[src/rtl/uart_pkg.sv]
// uart_pkg: definitions shared by the UART transmit path.
//   state_t   : arbiter FSM encoding (IDLE / SEND / RELEASE).
//   CLK_FREQ  : default system clock frequency in Hz, shared with uarttx.
//   BAUD_RATE : default line rate, shared with uarttx.
package uart_pkg;

  typedef enum logic [1:0] {
    ST_IDLE    = 2'd0,
    ST_SEND    = 2'd1,
    ST_RELEASE = 2'd2
  } state_t;

  localparam int CLK_FREQ  = 50_000_000;
  localparam int BAUD_RATE = 115_200;

endpackage

[src/rtl/uart_rr_pick.sv]
// uart_rr_pick: combinational round-robin picker.
//   req    : request levels, one bit per requester.
//   ptr    : index that has the highest priority this round.
//   winner : first requesting index found searching ptr, ptr+1, ... (mod N_REQ).
//   valid  : high when any request is present (winner is meaningful).
module uart_rr_pick #(
  parameter int N_REQ = 4,
  parameter int PW    = $clog2(N_REQ)
) (
  input  logic [N_REQ-1:0] req,
  input  logic [PW-1:0]    ptr,
  output logic [PW-1:0]    winner,
  output logic             valid
);

  int          idx;
  logic [PW-1:0] idx_w;

  always_comb begin
    winner = '0;
    valid  = 1'b0;
    idx    = 0;
    idx_w  = '0;
    for (int k = 0; k < N_REQ; k++) begin
      // Modulo without a divider: ptr + k never exceeds 2*N_REQ-2.
      idx = int'(ptr) + k;
      if (idx >= N_REQ) idx = idx - N_REQ;
      idx_w = idx[PW-1:0];
      if (!valid && req[idx_w]) begin
        valid  = 1'b1;
        winner = idx_w;
      end
    end
  end

endmodule

[src/rtl/uart_tx_arbiter.sv]
// uart_tx_arbiter: round-robin scheduler sharing one uarttx byte transmitter.
//   clk         : system clock (same clock as uarttx).
//   rst         : asynchronous active-low reset.
//   req         : per-requester request level.
//   req_data    : byte for requester i at [8*i+7:8*i].
//   grant       : one-hot owner of the transmitter, zero when free.
//   ack         : one-clk pulse to the owner when its frame completes.
//   timeout_err : one-clk pulse when the watchdog aborts a frame.
//   busy        : high whenever the FSM is not in IDLE.
//   tx_new_data : to uarttx.new_data.
//   tx_data     : to uarttx.tx_data.
//   tx_done     : from uarttx.doneTx (uclk domain, treated as asynchronous).
//   dbg_state   : current FSM state, for observation.
//
// Handshake: a requester raises req[i] with req_data stable and holds both
// until it sees ack[i] or timeout_err while granted; the byte is captured on
// the grant edge, so the requester may drop or change them after that edge
// without affecting the frame. Exactly one ack or timeout_err ends each grant.
module uart_tx_arbiter
  import uart_pkg::*;
#(
  parameter int N_REQ   = 4,
  parameter int TIMEOUT = 4096
) (
  input  logic               clk,
  input  logic               rst,
  input  logic [N_REQ-1:0]   req,
  input  logic [8*N_REQ-1:0] req_data,
  output logic [N_REQ-1:0]   grant,
  output logic [N_REQ-1:0]   ack,
  output logic               timeout_err,
  output logic               busy,
  output logic               tx_new_data,
  output logic [7:0]         tx_data,
  input  logic               tx_done,
  output logic [1:0]         dbg_state
);

  localparam int            PW     = $clog2(N_REQ);
  localparam int            CW     = $clog2(TIMEOUT + 1);
  localparam logic [CW-1:0] TO_VAL = CW'(TIMEOUT);
  localparam logic [PW-1:0] LAST   = PW'(N_REQ - 1);

  // doneTx synchronizer plus one extra stage for rise detection.
  logic sync1, done_s, done_q;
  logic done_rise;

  always_ff @(posedge clk or negedge rst) begin
    if (!rst) begin
      sync1  <= 1'b0;
      done_s <= 1'b0;
      done_q <= 1'b0;
    end else begin
      sync1  <= tx_done;
      done_s <= sync1;
      done_q <= done_s;
    end
  end

  assign done_rise = done_s & ~done_q;

  logic [PW-1:0] pick;
  logic          pick_valid;
  logic [PW-1:0] ptr_q, ptr_d;

  uart_rr_pick #(.N_REQ(N_REQ), .PW(PW)) u_pick (
    .req    (req),
    .ptr    (ptr_q),
    .winner (pick),
    .valid  (pick_valid)
  );

  state_t        state_q, state_d;
  logic [PW-1:0] winner_q, winner_d;
  logic [CW-1:0] cnt_q, cnt_d;
  logic [N_REQ-1:0] grant_q, grant_d;
  logic [N_REQ-1:0] ack_q, ack_d;
  logic          to_q, to_d;
  logic          nd_q, nd_d;
  logic [7:0]    data_q, data_d;

  always_ff @(posedge clk or negedge rst) begin
    if (!rst) begin
      state_q  <= ST_IDLE;
      winner_q <= '0;
      ptr_q    <= '0;
      cnt_q    <= '0;
      grant_q  <= '0;
      ack_q    <= '0;
      to_q     <= 1'b0;
      nd_q     <= 1'b0;
      data_q   <= 8'h00;
    end else begin
      state_q  <= state_d;
      winner_q <= winner_d;
      ptr_q    <= ptr_d;
      cnt_q    <= cnt_d;
      grant_q  <= grant_d;
      ack_q    <= ack_d;
      to_q     <= to_d;
      nd_q     <= nd_d;
      data_q   <= data_d;
    end
  end

  always_comb begin
    state_d  = state_q;
    winner_d = winner_q;
    ptr_d    = ptr_q;
    cnt_d    = cnt_q;
    grant_d  = grant_q;
    ack_d    = '0;
    to_d     = 1'b0;
    nd_d     = nd_q;
    data_d   = data_q;
    case (state_q)
      ST_IDLE: begin
        // A still-high done_s belongs to the previous frame; wait it out so
        // its level cannot be mistaken for completion of the next one.
        if (pick_valid && !done_s) begin
          winner_d = pick;
          grant_d  = N_REQ'(1) << pick;
          for (int i = 0; i < N_REQ; i++) begin
            if (pick == PW'(i)) data_d = req_data[8*i +: 8];
          end
          nd_d     = 1'b1;
          cnt_d    = '0;
          state_d  = ST_SEND;
        end
      end
      ST_SEND: begin
        cnt_d = cnt_q + 1'b1;
        // Completion has priority over the watchdog in the same cycle.
        if (done_rise) begin
          nd_d    = 1'b0;
          ack_d   = grant_q;
          state_d = ST_RELEASE;
        end else if (cnt_q == TO_VAL) begin
          nd_d    = 1'b0;
          to_d    = 1'b1;
          state_d = ST_RELEASE;
        end
      end
      ST_RELEASE: begin
        // Pointer moves past the winner on timeout too, so a stuck
        // requester cannot monopolise the transmitter.
        if (!done_s) begin
          grant_d = '0;
          ptr_d   = (winner_q == LAST) ? '0 : winner_q + 1'b1;
          state_d = ST_IDLE;
        end
      end
      default: state_d = ST_IDLE;
    endcase
  end

  assign grant       = grant_q;
  assign ack         = ack_q;
  assign timeout_err = to_q;
  assign tx_new_data = nd_q;
  assign tx_data     = data_q;
  assign busy        = (state_q != ST_IDLE);
  assign dbg_state   = state_q;

endmodule

[config.mk]
export PLATFORM = sky130hd
export DESIGN_NAME = uart_tx_arbiter
export DESIGN_NICKNAME = d
export VERILOG_FILES = /design/src/rtl/uart_pkg.sv /design/src/rtl/uart_rr_pick.sv /design/src/rtl/uart_tx_arbiter.sv
export SDC_FILE = /design/constraint.sdc
export NUM_CORES = 1
export LEC_CHECK = 0
export ABC_AREA = 0
export CAP_MARGIN = 20
export CORE_MARGIN = 3
export CORE_UTILIZATION = 50
export DETAILED_ROUTE_END_ITERATION = 12
export GPL_ROUTABILITY_DRIVEN = 0
export PLACE_DENSITY = 0.94
export SETUP_SLACK_MARGIN = 0.4
export SLEW_MARGIN = 20
export SYNTH_ARGS = -nofsm -noshare
export SYNTH_HDL_FRONTEND = slang
export SYNTH_SLANG_ARGS = --single-unit
export TNS_END_PERCENT = 100
[constraint.sdc]
create_clock -name clk -period 3.8 [get_ports clk]
set_clock_uncertainty 0.1 [all_clocks]
set_input_delay 0.76 -clock clk [delete_from_list [all_inputs] [get_ports clk]]
set_output_delay 0.76 -clock clk [all_outputs]
set_load 0.005 [all_outputs]
==> flow_summary_export.csv, run 1 <==
group,metric,value,unit
run_status,status,"finished, final reports clean",
detailed_routing,vias_per_cell,5.75,
pwr,pwr-share-seq,0.371,
clocking,worstSkewPairLatency,0.29,ns
global_routing,pin_count_of_the_biggest_net_entering_global_routing,41,
critical_path,setup.worst_path.class,"in2reg",
cells_and_area,sequential_cell_area,1000,µm²
clocking,cts-htree-levels,2,
detailed_routing,detail_route.wl_per_cell,16.1,µm
clocking,clk_root_buffer_cell,"sky130_fd_sc_hd__clkbuf_8",
critical_path,ff2ff_setup_slack,1.67,ns
yosys,synth-seq-cells,40,
yosys,synthesis.area,2010,µm²
cells_and_area,drive_gt1_frac,0.0902,
pwr,total_power,0.00174,W
detailed_routing,route.detailed.drc,0,
sta,final-max-slew-violation-count,0,
floorplan,die-height,69.4,µm
pwr,net-switching-power,0.000601,W
sta,maximum_clock_frequency,0.387,GHz
clocking,cts_inserted_buffers,5,
sta,setup_viol,0,
clocking,clock-sinks,40,
critical_path,timing.reg2reg.worst_path_depth,5,
global_routing,grtUsageTotal,0.204,
pwr,sw_frac_of_total,0.345,
global_routing,first_global_vias,1647,
detailed_routing,dr_total_vias,1741,
clocking,post_cts_sizing,0,
pwr,intPower,0.00114,W
hold_path,min_delay_path_depth,0,
floorplan,floorplan.rows,22,
floorplan,fp.coreArea,3770,µm²
sta,rsz0062_at_grt,"false",
sta,timing.slew.headroom,0.406,
pwr,ir_drop,0.335,mV
sta,fin_tns_setup,0,ns
pwr,leakage,1.21,nW
detailed_routing,drt_pre_antenna_iters,4,
floorplan,die_area,4820,µm²
critical_path,timing.critical_path.slowest_cell_delay,0.51,ns
cells_and_area,insertedDiodeCount,0,
critical_path,critPathMostFrequentCell,"sky130_fd_sc_hd__a21oi_1",
critical_path,timing.critical_path.depth,6,
yosys,post_synth_edffs,0,
yosys,synth-warning-count,0,
critical_path,crit_path_end,"cnt_q[3]",
yosys,share_of_flip_flops_with_an_asynchronous_set_or_reset_after_synthesis,1.00,
cells_and_area,filler_cell_count,247,
critical_path,timing.rr.start,"dbg_state[0]",
sta,crit_share_post_route,0.680,
critical_path,critPathMaxFanout,10,
critical_path,crit_required,3.91,ns
clocking,cts.repair_timing.setup_buffer_count,0,
yosys,syn_nets,238,
cells_and_area,layout-area-overhead-vs-synth,37.4,%
critical_path,startpoint,"req[0]",
yosys,post_synth_inst_count,196,
critical_path,regToRegEndpoint,"cnt_q[6]",
critical_path,worst-path-buf-inv,1,
pwr,power.share.clock,0.216,
sta,finalHoldViolCount,0,
placement,dpl.hpwl,3550,µm
critical_path,worstPathCellList,"clkdlybuf4s50_1 > nor4_1 > nor3_2 > nor2_1 > a21oi_1 > a21oi_1",
detailed_routing,postRouteWirelength,4880,µm
yosys,yosysUniqueCellTypes,36,
critical_path,setup.worst_path.end_class,"register",
critical_path,crit_family,"simple AND/OR/NAND/NOR gates",
yosys,synth_sequential_area_ratio,0.498,
clocking,clk_transition_reported_paths,0.07,ns
yosys,mean_instance_size_in_the_synthesized_netlist,10.3,µm²
detailed_routing,dr.first_iter.drc_count,149,
yosys,synth_top_flop_cell,"sky130_fd_sc_hd__dfrtp_1",
sta,finalCriticalPeriod,2.58,ns
clocking,clk_path_buf_depth,2,
critical_path,cp_data_arrival_time,2.70,ns
sta,worst_slew_pin_slew,0.890,ns
clocking,tritoncts_clock_tree,"built",
global_routing,grt_pass1_wl,7910,µm
clocking,cts_hold_fix_bufs,0,
placement,place.port_buffers,59,
detailed_routing,route.antenna.remaining_nets,0,
cells_and_area,fraction_of_the_core_area_covered_by_cells_at_the_end_of_the_flow,0.732,
hold_path,min-delay-path-class,"reg2reg",
critical_path,startpoint_type,"input port",
cells_and_area,multi_input_comb_area,950,µm²
floorplan,initial_core_util,0.533,
pwr,power.combinational.fraction,0.413,
critical_path,critical_path.slowest_cell,"sky130_fd_sc_hd__clkdlybuf4s50_1",
floorplan,die-width,69.4,µm
global_routing,globalRoute.totalOverflow,0,
floorplan,num_io_pins,60,
flow_run,max-cap-violations,0,
global_routing,grt_antenna_before_repair,0,
cells_and_area,layout.nets,296,
pwr,power_density,632,nW/µm²
==> worst register-to-register path, delay by kind of cell, from the launching register on <==
family	cells	cell delay (ns)
and+or+nand+nor	4	1.26
DFF	1	0.44
xor gates and xnor gates	1	0.19
==> synth_stat cells, types with 2 or more instances <==
| library cell | n | share of area |
|---|---|---|
| sky130_fd_sc_hd__clkbuf_1 | 4 | 0.0075 |
| sky130_fd_sc_hd__mux2i_1 | 17 | 0.085 |
| sky130_fd_sc_hd__a21oi_1 | 8 | 0.020 |
| sky130_fd_sc_hd__buf_2 | 4 | 0.010 |
| sky130_fd_sc_hd__nand4_1 | 4 | 0.012 |
| sky130_fd_sc_hd__and3_1 | 8 | 0.025 |
| sky130_fd_sc_hd__o31ai_1 | 3 | 0.011 |
| sky130_fd_sc_hd__nand2_1 | 25 | 0.047 |
| sky130_fd_sc_hd__a31oi_1 | 2 | 0.0062 |
| sky130_fd_sc_hd__nor2b_1 | 2 | 0.0062 |
| sky130_fd_sc_hd__nand2b_1 | 3 | 0.0093 |
| sky130_fd_sc_hd__inv_1 | 6 | 0.011 |
| sky130_fd_sc_hd__nor4b_1 | 2 | 0.0087 |
| sky130_fd_sc_hd__nor2_1 | 8 | 0.015 |
| sky130_fd_sc_hd__a41oi_1 | 2 | 0.0087 |
| sky130_fd_sc_hd__xor2_1 | 2 | 0.0087 |
| sky130_fd_sc_hd__or2_4 | 2 | 0.0087 |
| sky130_fd_sc_hd__o221ai_2 | 7 | 0.052 |
| sky130_fd_sc_hd__nor4_1 | 2 | 0.0062 |
| sky130_fd_sc_hd__nand3_1 | 9 | 0.022 |
| sky130_fd_sc_hd__o21ai_1 | 5 | 0.012 |
| sky130_fd_sc_hd__o21ai_0 | 16 | 0.040 |
| sky130_fd_sc_hd__dfrtp_1 | 40 | 0.50 |
| sky130_fd_sc_hd__ha_1 | 3 | 0.019 |
==> power groups by stage <==
stage | Clock (W) | Sequential [W] | Combinational, W
2_1_floorplan | 0 | 0.000622 | 0.000421
4_1_cts | 0.000379 | 0.000645 | 0.000728
5_1_grt | 0.000398 | 0.000664 | 0.000785
6_report | 0.000376 | 0.000648 | 0.000720
3_3_place_gp | 0 | 0.000645 | 0.000690
3_5_place_dp | 0 | 0.000651 | 0.000719
==> flip-flops by register name, summed over array words and instances, names as in the netlist <==
signal / cells
cnt_q: 13
tx_data: 8
ack: 4
grant: 4
dbg_state: 2
ptr_q: 2
winner_q: 2
done_q: 1
done_s: 1
sync1: 1
timeout_err: 1
tx_new_data: 1
==> cell usage in the layout (no fill, tap or decap), types with 4 or more instances in the layout <==
master	netlist	routed
sky130_fd_sc_hd__o21ai_0	16	16
sky130_fd_sc_hd__nand4_1	4	4
sky130_fd_sc_hd__nand2_1	25	25
sky130_fd_sc_hd__clkbuf_8	0	7
sky130_fd_sc_hd__nor2_1	8	8
sky130_fd_sc_hd__nand3_1	9	9
sky130_fd_sc_hd__a21oi_1	8	8
sky130_fd_sc_hd__mux2i_1	17	17
sky130_fd_sc_hd__and3_1	8	8
sky130_fd_sc_hd__inv_1	6	6
sky130_fd_sc_hd__dfrtp_1	40	40
sky130_fd_sc_hd__o221ai_2	7	7
sky130_fd_sc_hd__o21ai_1	5	5
sky130_fd_sc_hd__clkdlybuf4s50_1	0	58
==> per-layer routing <==
metal	wire, µm	track usage
met1	2030	0.268
met2	2470	0.324
met3	346	0.0536
met4	35	0.0759
met5	0	0
==> how the worst min path moves through the flow <==
stage	startpoint	end
2_1_floorplan	sync1	done_s
3_3_place_gp	sync1	done_s
3_5_place_dp	sync1	done_s
4_1_cts	sync1	done_s
5_1_grt	sync1	done_s
6_report	sync1	done_s
==> logic make-up (layout without fill, tap and decap cells) <==
| kind of cell | Yosys count | after routing | synth area share |
|---|---|---|---|
| muxes | 18 | 18 | 0.0903 |
| xor gates and xnor gates | 2 | 2 | 0.00872 |
| adders and majority gates | 3 | 3 | 0.0187 |
| AOI/OAI and AO/OA | 48 | 48 | 0.171 |
| and+or+nand+nor | 69 | 69 | 0.176 |
| DFF | 40 | 40 | 0.498 |
| buffers and inverters | 16 | 75 | 0.0380 |
==> cell type report <==
type / instances / share of cell area
flip-flops and latches: 40 / 0.363
multi-input cells: 140 / 0.344
repair buffers: 61 / 0.218
clock buffers: 7 / 0.0349
well taps: 48 / 0.0218
clock inverters: 1 / 0.0109
inverters: 6 / 0.00816
==> stage by stage <==
step / cells / hold slack (ns) / area [µm²] / setup WS (ns)
final: 303 / 0.266 / 2760 / 1.22
after CTS: 303 / 0.264 / 2760 / 1.20
after detailed placement: 295 / 0.248 / 2630 / 0.892
after global routing: 303 / 0.283 / 2760 / 1.07
after floorplan: 196 / 0.231 / 2010 / 1.59
after global placement: 295 / 0.234 / 2630 / 0.957
Note: power is estimated with default switching activity, not from simulation.
==> run 2, diff against run 1 <==
--- a/config.mk
+++ b/config.mk
@@ -8,10 +8,10 @@
 export ABC_AREA = 0
 export CAP_MARGIN = 20
 export CORE_MARGIN = 3
-export CORE_UTILIZATION = 50
+export CORE_UTILIZATION = 42
 export DETAILED_ROUTE_END_ITERATION = 12
 export GPL_ROUTABILITY_DRIVEN = 0
-export PLACE_DENSITY = 0.94
+export PLACE_DENSITY = 0.85
 export SETUP_SLACK_MARGIN = 0.4
 export SLEW_MARGIN = 20
 export SYNTH_ARGS = -nofsm -noshare
==> constraint.sdc (replaced) <==
create_clock -name clk -period 2.1 [get_ports clk]
set_clock_uncertainty 0.1 [all_clocks]
set_input_delay 0.42 -clock clk [delete_from_list [all_inputs] [get_ports clk]]
set_output_delay 0.42 -clock clk [all_outputs]
set_load 0.005 [all_outputs]
==> run 2 against run 1 <==
  * Utilization shrank 3.0 points
  * Flip-flop and latch count is the same
  * Sequential power grew 76%
  * Via count grew 8.6%
  * First-iteration DRC count grew 4.7%
  * Register-to-register slack lost 1.4 ns
  * Cell count grew 9.6%
  * Combinational power grew to 2.5 times the previous value
  * Non-clock buffer count grew 25
  * Clock-buffer cell count shrank 1
  * Worst setup slack lost 0.93 ns
  * Critical path type is now reg2reg
  * Critical endpoint is now tx_data[6]
==> flow_summary_export.csv, run 2 (synthesis results as in run 1) <==
group,metric,value,unit
run_status,status,"finished, final reports clean",
sta,timing.slew.headroom,0.655,
clocking,cts_inserted_buffers,5,
clocking,worstSkewPairLatency,0.29,ns
sta,worst_slew_pin_slew,0.517,ns
critical_path,startpoint_type,"register",
critical_path,setup.worst_path.class,"reg2reg",
floorplan,initial_core_util,0.449,
sta,rsz0062_at_grt,"true",
flow_run,max-cap-violations,0,
hold_path,min-delay-path-class,"in2async",
sta,maximum_clock_frequency,0.553,GHz
cells_and_area,insertedDiodeCount,0,
critical_path,worstPathCellList,"nand2b_1 > a21oi_2 > a311oi_4 > buf_6 > buf_16 > mux2i_4 > o221ai_2",
detailed_routing,detail_route.wl_per_cell,17.4,µm
critical_path,ff2ff_setup_slack,0.29,ns
clocking,cts-htree-levels,2,
floorplan,num_io_pins,60,
floorplan,die-height,75.2,µm
clocking,clk_transition_reported_paths,0.07,ns
global_routing,grt_antenna_before_repair,0,
cells_and_area,flip_flop_count_of_the_largest_register_all_copies_and_words_added,13,
clocking,cts_hold_fix_bufs,0,
sta,hold_slack,0.0685,ns
global_routing,globalRoute.totalOverflow,0,
critical_path,timing.reg2reg.worst_path_depth,7,
global_routing,grt_pass1_wl,9000,µm
pwr,power_density,1100,nW/µm²
critical_path,crit_required,2.18,ns
pwr,leakage,1.45,nW
critical_path,cp_data_arrival_time,1.89,ns
sta,crit_share_post_route,0.862,
pwr,total_power,0.00345,W
clocking,clk_path_buf_depth,2,
floorplan,fp.coreArea,4470,µm²
critical_path,critPathMaxFanout,8,
critical_path,timing.critical_path.depth,7,
detailed_routing,drt_pre_antenna_iters,4,
detailed_routing,dr_total_vias,1890,
sta,setup_viol,0,
global_routing,first_global_vias,1786,
global_routing,grtUsageTotal,0.213,
clocking,clk_root_buffer_cell,"sky130_fd_sc_hd__clkbuf_8",
detailed_routing,postRouteWirelength,5760,µm
detailed_routing,vias_per_cell,5.69,
cells_and_area,layout.nets,322,
detailed_routing,route.detailed.drc,0,
critical_path,crit_family,"compound AO/OA/AOI/OAI gates",
cells_and_area,drive_gt1_frac,0.293,
critical_path,timing.critical_path.slowest_cell_delay,0.41,ns
pwr,ir_drop,0.660,mV
floorplan,floorplan.rows,24,
cells_and_area,max_flop_register,"cnt_q",
clocking,tritoncts_clock_tree,"built",
cells_and_area,layout_commonest_cell,"sky130_fd_sc_hd__clkdlybuf4s50_1",
cells_and_area,most-common-layout-cells,"sky130_fd_sc_hd__clkdlybuf4s50_1 (38), sky130_fd_sc_hd__dfrtp_1 (37), sky130_fd_sc_hd__nand2_1 (25)",
critical_path,worst-path-buf-inv,2,
sta,finalHoldViolCount,0,
critical_path,critical_path.slowest_cell,"sky130_fd_sc_hd__dfrtp_2",
clocking,clock-sinks,40,
sta,finalCriticalPeriod,1.81,ns
cells_and_area,layout-area-overhead-vs-synth,56.3,%
placement,dpl.hpwl,3590,µm
critical_path,setup.worst_path.end_class,"register",
placement,place.port_buffers,59,
sta,final-max-slew-violation-count,0,
detailed_routing,dr.first_iter.drc_count,156,
global_routing,pin_count_of_the_biggest_net_entering_global_routing,41,
detailed_routing,route.antenna.remaining_nets,0,
floorplan,die_area,5650,µm²
floorplan,die-width,75.2,µm
run 2: cell types whose count changed in the layout (fill, tap and decap cells not counted), moves of 7 or more:
| cell | change |
|---|---|
| sky130_fd_sc_hd__clkdlybuf4s50_1 | -20 |
| sky130_fd_sc_hd__buf_4 | +19 |
| sky130_fd_sc_hd__dlymetal6s2s_1 | +7 |
| sky130_fd_sc_hd__mux2i_2 | +7 |
| sky130_fd_sc_hd__mux2i_1 | -13 |
| sky130_fd_sc_hd__dlygate4sd2_1 | +8 |
run 2: layout make-up:
class                   instances  area, µm²
multi-input cells             141       1130
clock buffers                   6       72.6
flip-flops and latches         40       1000
fillers                       299       1330
repair buffers                 86        837
well taps                      52       65.1
clock inverters                 1       5.00
inverters                       6       22.5
run 2: timing repair:
| item | in CTS | in global routing |
|---|---|---|
| hold endpoints to repair | 0 | 0 |
| gates cloned | 3 | 1 |
| gates resized for setup | 35 | 40 |
| pin swaps | 11 | 10 |
| buffers inserted | 4 | 5 |
| endpoints found under the setup margin | 38 | 34 |
run 2: routing by layer:
metal  vias to the layer above  wire (µm)  GRT usage
met5                         -          0          0
li1                        883          -          -
met3                         9        380     0.0481
met2                        84       2900      0.345
met4                         0         87     0.0718
met1                       914       2400      0.282
run 2: where the power goes:
part	internal (W)	switching [W]	total [W]
registers	0.000978	0.000161	0.00114
logic	0.000980	0.000850	0.00183
clock network	0.000226	0.000257	0.000483
run 2: path summary, 6_finish.rpt:
path,startpoint,to
worst max-delay path,ptr_q[1],tx_data[6]
worst min-delay path,rst,cnt_q[9]
worst max register to register,ptr_q[1],tx_data[6]
worst min register to register,sync1,done_s
max in group asynchronous,rst,cnt_q[3]
min in group clk,sync1,done_s
run 2: per-stage QoR:
step                setup WS, ns  instance area [µm²]   util  instances  setup TNS [ns]
floorplan                  0.212                 2020      -        196               0
global placement          -0.148                 2760  0.617        312           -2.63
detailed placement        -0.187                 2760  0.617        312           -3.19
CTS                        0.329                 2990  0.668        326               0
global route               0.230                 3140  0.702        332               0
finish                     0.290                 3140  0.702        332               0
==> run 3, diff against run 2 <==
--- a/config.mk
+++ b/config.mk
@@ -8,10 +8,11 @@
 export ABC_AREA = 0
 export CAP_MARGIN = 20
 export CORE_MARGIN = 3
-export CORE_UTILIZATION = 42
+export CORE_UTILIZATION = 35
+export CTS_CLUSTER_SIZE = 25
 export DETAILED_ROUTE_END_ITERATION = 12
 export GPL_ROUTABILITY_DRIVEN = 0
-export PLACE_DENSITY = 0.85
+export PLACE_DENSITY = 0.75
 export SETUP_SLACK_MARGIN = 0.4
 export SLEW_MARGIN = 20
 export SYNTH_ARGS = -nofsm -noshare
==> run 3 against run 2 <==
  * Global-route usage shrank 4.7 points
  * Routed wire length fell by 5.6%
  * Clock-buffer cell count unchanged
  * Critical endpoint is now tx_data[3]
  * Largest cell class unchanged
==> flow_summary_export.csv, run 3 (synthesis results as in run 1) <==
group,metric,value,unit
sta,finalCriticalPeriod,1.86,ns
detailed_routing,route.antenna.remaining_nets,0,
cells_and_area,filler_cell_count,443,
critical_path,startpoint_type,"register",
global_routing,pin_count_of_the_biggest_net_entering_global_routing,41,
cells_and_area,drive_gt1_frac,0.259,
detailed_routing,postRouteWirelength,5440,µm
detailed_routing,route.detailed.drc,0,
placement,placed_instances,329,
floorplan,floorplan.rows,26,
critical_path,setup.worst_path.end_class,"register",
critical_path,cp_data_arrival_time,1.92,ns
sta,finalHoldViolCount,0,
clocking,clk_transition_reported_paths,0.08,ns
critical_path,ff2ff_setup_slack,0.24,ns
cells_and_area,most-common-layout-cells,"sky130_fd_sc_hd__clkdlybuf4s50_1 (41), sky130_fd_sc_hd__dfrtp_1 (37), sky130_fd_sc_hd__nand2_1 (25)",
detailed_routing,detail_route.wl_per_cell,15.5,µm
critical_path,timing.reg2reg.worst_path_depth,7,
flow_run,max-cap-violations,0,
global_routing,globalRoute.totalOverflow,0,
floorplan,die-width,81.8,µm
floorplan,die-height,81.8,µm
critical_path,regToRegEndpoint,"tx_data[3]",
critical_path,setup.worst_path.class,"reg2reg",
placement,dpl.hpwl,3480,µm
cells_and_area,max_flop_register,"cnt_q",
pwr,ir_drop,0.465,mV
detailed_routing,dr_total_vias,1864,
cells_and_area,layout_commonest_cell,"sky130_fd_sc_hd__clkdlybuf4s50_1",
floorplan,num_io_pins,60,
critical_path,critPathMaxFanout,5,
floorplan,initial_core_util,0.377,
cells_and_area,insertedDiodeCount,0,
cells_and_area,instances_no_fill,352,
cells_and_area,layout.nets,323,
critical_path,timing.critical_path.slowest_cell_delay,0.41,ns
run_status,status,"finished, final reports clean",
sta,hold_slack,0.255,ns
floorplan,fp.coreArea,5340,µm²
global_routing,first_global_vias,1806,
detailed_routing,dr.first_iter.drc_count,124,
cells_and_area,sequential_cell_area,1000,µm²
cells_and_area,multi_input_comb_area,1090,µm²
critical_path,crit_required,2.16,ns
clocking,clk_root_buffer_cell,"sky130_fd_sc_hd__clkbuf_8",
cells_and_area,layout-area-overhead-vs-synth,58.3,%
detailed_routing,vias_per_cell,5.30,
sta,worst_slew_pin_slew,0.398,ns
clocking,cts_inserted_buffers,5,
critical_path,timing.rr.start,"ptr_q[1]",
global_routing,grtUsageTotal,0.165,
pwr,leakage,1.48,nW
clocking,cts-htree-levels,2,
clocking,clk_path_buf_depth,2,
sta,timing.slew.headroom,0.731,
sta,setup_viol,0,
placement,place.port_buffers,59,
sta,maximum_clock_frequency,0.539,GHz
pwr,power_density,1090,nW/µm²
clocking,clock-sinks,40,
sta,crit_share_post_route,0.884,
sta,final-max-slew-violation-count,0,
clocking,tritoncts_clock_tree,"built",
hold_path,min-delay-path-class,"reg2reg",
sta,rsz0062_at_grt,"true",
critical_path,worstPathCellList,"mux2i_1 > nor2_1 > a311oi_4 > buf_6 > buf_12 > mux2i_4 > o221ai_2",
critical_path,critical_path.slowest_cell,"sky130_fd_sc_hd__dfrtp_1",
floorplan,die_area,6690,µm²
global_routing,grt_pass1_wl,8420,µm
critical_path,startpoint,"ptr_q[1]",
global_routing,grt_antenna_before_repair,0,
cells_and_area,flip_flop_count_of_the_largest_register_all_copies_and_words_added,13,
critical_path,crit_path_end,"tx_data[3]",
detailed_routing,drt_pre_antenna_iters,4,
clocking,worstSkewPairLatency,0.29,ns
[run 3: final cells by class]
type,instances,share of cell area
multi-input cells,141,0.344
flip-flops and latches,40,0.316
repair buffers,87,0.276
well taps,70,0.0275
clock buffers,6,0.0260
inverters,6,0.00708
clock inverters,2,0.00315
[run 3: metrics by stage]
step	setup slack [ns]	setup TNS [ns]	utilization	total power, W	instance area (µm²)
after floorplan	0.212	0	-	0.00190	2020
after global placement	-0.168	-2.56	0.520	0.00255	2780
after detailed placement	-0.227	-2.96	0.520	0.00259	2780
after CTS	0.276	0	0.571	0.00337	3050
after global routing	0.167	0	0.596	0.00372	3180
final	0.243	0	0.596	0.00348	3180
[run 3: worst min path at each step]
stage / to / slack, ns / cells after the start / from
detailed placement: done_s / 0.24 / 0 / sync1
CTS: done_s / 0.26 / 0 / sync1
global route: done_s / 0.26 / 0 / sync1
global placement: done_s / 0.24 / 0 / sync1
finish: done_s / 0.26 / 0 / sync1
floorplan: ack[0] / 0.02 / 0 / rst
[run 3: routing by layer]
metal	track usage	vias to the layer above	wire length, µm
met5	0	-	0
met4	0.0631	0	93
met3	0.0461	8	397
met2	0.267	76	2710
met1	0.211	889	2240
li1	-	891	-
[run 3: timing repair]
item | in CTS | in global routing
pin swaps | 9 | 6
buffers inserted | 7 | 4
hold endpoints to repair | 40 | 0
setup endpoints to repair | 33 | 36
resized for setup | 31 | 26
cloned | 3 | 0
hold buffers | 1 | 0
[run 3: critical path: cells and delay by family, from the launching register on]
kind | cells | cell delay (ns)
buf+inv | 2 | 0.32
flops | 1 | 0.41
mux | 2 | 0.45
simple gates | 1 | 0.09
compound gates | 2 | 0.35
[run 3: where the power goes]
| group | switching, W | internal [W] | leakage [nW] | total (W) |
|---|---|---|---|---|
| Combinational | 0.000821 | 0.00100 | 0.917 | 0.00183 |
| Clock | 0.000259 | 0.000262 | 0.0510 | 0.000521 |
| Sequential | 0.000155 | 0.000978 | 0.516 | 0.00113 |
